[src/rtl/ysyx_24080006_mdu_issue.sv]
// ysyx_24080006_mdu_issue: issues one RV32M op to the MDU and buffers its result for writeback
// mdu_set packs {mdu_op[1:0], signed_a, signed_b} with mdu_op MULL=0, MULH=1, DIV=2, REM=3.
module ysyx_24080006_mdu_issue (
    input  logic        clock,
    input  logic        reset,
    input  logic        in_valid,
    output logic        in_ready,
    input  logic [2:0]  in_funct3,
    input  logic [31:0] in_rs1,
    input  logic [31:0] in_rs2,
    input  logic [4:0]  in_rd,
    input  logic        flush,
    output logic [31:0] mdu_a,
    output logic [31:0] mdu_b,
    output logic [3:0]  mdu_set,
    output logic        mdu_valid,
    input  logic [31:0] mdu_c,
    input  logic        mdu_done,
    output logic        out_valid,
    input  logic        out_ready,
    output logic [4:0]  out_rd,
    output logic [31:0] out_data,
    output logic        busy
);
    typedef enum logic [1:0] {IDLE, RUN, DRAIN, HOLD} state_t;
    state_t state_q, state_d;
    logic [31:0] a_q, b_q, data_q;
    logic [3:0]  set_q, set_dec;
    logic [4:0]  rd_q;
    logic        accept, capture;
    always_comb begin
        set_dec = {in_funct3[2], (in_funct3[2] ? in_funct3[1] : |in_funct3[1:0]),
                   ~(in_funct3[0] & |in_funct3[2:1]),
                   (in_funct3[2] ? ~in_funct3[0] : ~in_funct3[1])};
        in_ready = reset & ((state_q == IDLE) | ((state_q == HOLD) & out_ready & ~flush));
        accept = in_ready & in_valid & ~flush;
        capture = (state_q == RUN) & mdu_done & ~flush;
        state_d = state_q;
        unique case (state_q)
            IDLE:    state_d = accept ? RUN : IDLE;
            RUN:     state_d = mdu_done ? (flush ? IDLE : HOLD) : (flush ? DRAIN : RUN);
            DRAIN:   state_d = mdu_done ? IDLE : DRAIN;
            HOLD:    state_d = accept ? RUN : ((flush | out_ready) ? IDLE : HOLD);
            default: state_d = IDLE;
        endcase
    end
    always_ff @(posedge clock or negedge reset) begin
        if (!reset) begin
            state_q <= IDLE;
            a_q     <= '0;
            b_q     <= '0;
            set_q   <= '0;
            rd_q    <= '0;
            data_q  <= '0;
        end else begin
            state_q <= state_d;
            if (accept) begin
                a_q   <= in_rs1;
                b_q   <= in_rs2;
                set_q <= set_dec;
                rd_q  <= in_rd;
            end
            if (capture) data_q <= mdu_c;
        end
    end
    // DRAIN keeps the request alive so an unabortable MDU finishes cleanly
    assign mdu_valid = (state_q == RUN) | (state_q == DRAIN);
    assign out_valid = state_q == HOLD;
    assign busy      = (state_q == RUN) | (state_q == HOLD);
    assign mdu_a     = a_q;
    assign mdu_b     = b_q;
    assign mdu_set   = set_q;
    assign out_rd    = rd_q;
    assign out_data  = data_q;
endmodule

[config.mk]
export PLATFORM = sky130hd
export DESIGN_NAME = ysyx_24080006_mdu_issue
export DESIGN_NICKNAME = d
export VERILOG_FILES = /design/src/rtl/ysyx_24080006_mdu_issue.sv
export SDC_FILE = /design/constraint.sdc
export NUM_CORES = 1
export LEC_CHECK = 0
export BUFFER_PORTS_ARGS = -buffer_cell sky130_fd_sc_hd__buf_2
export CORE_MARGIN = 1
export CORE_UTILIZATION = 45
export CTS_CLUSTER_DIAMETER = 80
export DETAILED_ROUTE_END_ITERATION = 8
export PLACE_DENSITY = 0.76
export SETUP_SLACK_MARGIN = 0.05
export SYNTH_ARGS = -nofsm -noshare
export SYNTH_HDL_FRONTEND = slang
export SYNTH_SLANG_ARGS = --single-unit
[constraint.sdc]
create_clock -name clock -period 5.6 [get_ports clock]
set_clock_uncertainty 0.2 [all_clocks]
set_input_delay 0.56 -clock clock [delete_from_list [all_inputs] [get_ports clock]]
set_output_delay 0.56 -clock clock [all_outputs]
set_load 0.01 [all_outputs]
==> reports/qor.csv <==
stage,metric,value,unit
run_status,status,"complete, no violations",
clock_tree,clock_sinks,107,
detailed_routing,drt_iter0_drc,28,
detailed_routing,drc,0,
critical_path,cpLargestDelayFamily,buffers and inverters,
power_and_ir_drop,p_per_area,362,nW/um^2
timing,fin_ws,2.87,ns
global_route,track_usage,17.1,%
layout,final_layout_size_suffix_gt1_share,71.8,%
layout,n_antenna_cell,0,
layout,nNetsFinal,595,
clock_tree,clk_pin_slew_worst_paths,0.11,ns
yosys,syn_area_per_cell,17.5,sq um
timing,hold_viol_final,0,
critical_path,endpoint_kind,flop,
yosys,synthMuxAreaShare,31.3,%
placed_design,place_ws,2.43,ns
detailed_routing,wire_per_inst,14.8,um
timing,worst_pin_slew,0.688,ns
global_route,grt_use_met2,29.8,%
timing,slew_violations,0,
global_route,grt_first_pass_wirelength,13.6,mm
yosys,netlist_instances,255,
clock_tree,clk_latency,0.35,ns
clock_tree,cts_tree,built,
timing,final.setup.tns,0,ns
clock_tree,cts_resized,0,
critical_path,cp_slowest_cell,buf_4,
yosys,yosys_most_used_dff,dfrtp_1,
critical_path,worst_setup_path_start_kind,input port,
clock_tree,postCtsHoldBufs,0,
power_and_ir_drop,power_leakage,3.11,nW
power_and_ir_drop,ir_worst_vdd,0.150,mV
yosys,synth_compound_area_share,1.99,%
yosys,synth_top_family_by_area,multiplexers,
timing,setup_viol,0,
detailed_routing,drt-total-wl,9.12,mm
die,die_w,102,um
global_route,top_usage_layer,met2,
yosys,synth_edf_count,0,
global_route,antenna_found_initial,0,
die,io_pins,219,
detailed_routing,ant_nets,0,
yosys,ys_warn_count,0,
worst_hold_path,hold_class,in -> async,
timing,fin_crit_sh,48.7,%
critical_path,critical_path_class,in -> reg,
critical_path,r2r-start,state_q[1]$_DFF_PN0_,
yosys,synth_nets,372,
global_route,grt_max_degree,56,
critical_path,worstPathRequired,5.65,ns
global_route,grtUsageMet1,19.8,%
critical_path,r2r_cells,6,
global_route,grt_pass1_vias,2782,
global_route,overflow,0,
yosys,synth_seq_cells,107,
yosys,synth_area,4470,sq um
run,maxCapViolCount,0,
critical_path,regToRegSetupSlack,3.02,ns
detailed_routing,viasPerCell,4.68,
yosys,postSynth.asyncResetShare,100,%
yosys,synth-simple-area-share,1.65,%
die,start_util,46.2,%
global_route,grt_use_met3,6.35,%
critical_path,crit_arrival,2.77,ns
clock_tree,cts_setup_buffers,0,
clock_tree,cts-root-buf,clkbuf_8,
layout,area_growth,30.7,%
placed_design,io_buffer_count,218,
placed_design,hpwl,6.72,mm
timing,whs,0.0280,ns
timing,relSlewSlack,54.2,%
timing,max_freq,367,MHz
timing,rsz0062_at_grt,no,
yosys,synth_cell_types,24,
power_and_ir_drop,power,0.00212,W
detailed_routing,vias,2881,
clock_tree,htreeDepth,3,
detailed_routing,drtPass1Iterations,4,
clock_tree,cts_buffers,9,
critical_path,critPathMaxStageDelay,0.56,ns
critical_path,crit_chain,buf_4 > nand3b_4 > nor2_8 > buf_4 > mux2_2,
die,num_rows,36,
critical_path,crit_top_cell,buf_4,
die,dieArea,10300,sq um
yosys,yosysSeqAreaShare,59.8,%
timing,min_period,2.73,ns
clock_tree,clockBufferDepth,2,
die,core_area,9680,sq um
yosys,synthXorXnorAreaFrac,0,%
die,die_y,102,um
yosys,synth-adder-area-share,1.96,%
critical_path,path_buf_inv,2,
critical_path,r2r_end,mdu_a[2]$_DFFE_PN0P_,
critical_path,critical_path.max_fanout,55,
placed_design,place_congestion,0.775,
==> per-stage QoR <==
stage | instance area, sq um | instances | utilization [%]
2_1_floorplan | 4470 | 255 | -
3_3_place_gp | 5640 | 600 | 58.2
3_5_place_dp | 5640 | 600 | 58.2
4_1_cts | 5850 | 616 | 60.4
5_1_grt | 5850 | 616 | 60.4
6_report | 5850 | 616 | 60.4
==> area by class of cell <==
type / instances / area [sq um]
Clock buffer: 9 / 124
Clock inverter: 7 / 83.8
Fill cell: 745 / 3840
Inverter: 5 / 18.8
Multi-Input combinational cell: 133 / 1650
Sequential cell: 107 / 2680
Tap cell: 133 / 166
Timing Repair Buffer: 222 / 1120
==> sequential cells by signal (all words and copies together), names as in the netlist <==
register  count
mdu_a        32
mdu_b        32
mdu_set       4
out_data     32
out_rd        5
state_q       2
==> cell usage after synthesis, drive strengths merged, types with 2 or more instances <==
cell type  instances  share of area [%]
a21oi              3               0.59
buf               10                2.8
dfrtp            107                 60
ha                 7                2.0
inv                5               0.42
mux2             104                 31
nor2               2               0.53
o21ai              6               0.67
==> cell usage in the layout (no fill, tap or decap), drive strengths merged, types with 2 or more instances in the layout <==
cell type and count:
a21oi 3, buf 222, clkbuf 9, clkinv 3, dfrtp 107, ha 7
inv 8, mux2 104, nor2 2, o21ai 6
==> worst max path at each step <==
stage                    startpoint              endpoint  slack [ns]  cells past startpoint
6_report                      reset  mdu_a[2]$_DFFE_PN0P_        2.87                      5
5_1_grt                       reset  mdu_a[4]$_DFFE_PN0P_        2.70                      5
4_1_cts                       reset  mdu_a[4]$_DFFE_PN0P_        2.82                      5
3_5_place_dp                  reset  mdu_a[4]$_DFFE_PN0P_        2.43                      5
3_3_place_gp                  reset  mdu_a[4]$_DFFE_PN0P_        2.54                      5
2_1_floorplan  state_q[0]$_DFF_PN0_              in_ready        3.74                      3
==> report_power, final <==
group	internal [W]	switching [W]
clock	0.000216	0.000265
sequential	0.000952	0.0000905
combinational	0.000340	0.000256
total	0.00151	0.000611
==> layer usage <==
layer | vias to the layer above | part of all wire, %
li1 | 1345 | -
met1 | 1407 | 39
met2 | 120 | 51
met3 | 9 | 8.7
met4 | 0 | 1.0
met5 | - | 0
==> cell families (layout without fill, tap and decap cells) <==
kind of cell,Yosys count,count (layout)
adder cells (fa/ha/maj),7,7
multiplexers,105,105
flip-flops,107,107
AO/OA/AOI/OAI,13,13
buffers and inverters,15,243
AND/OR/NAND/NOR,8,8
Power figures use the tool's default switching activity.
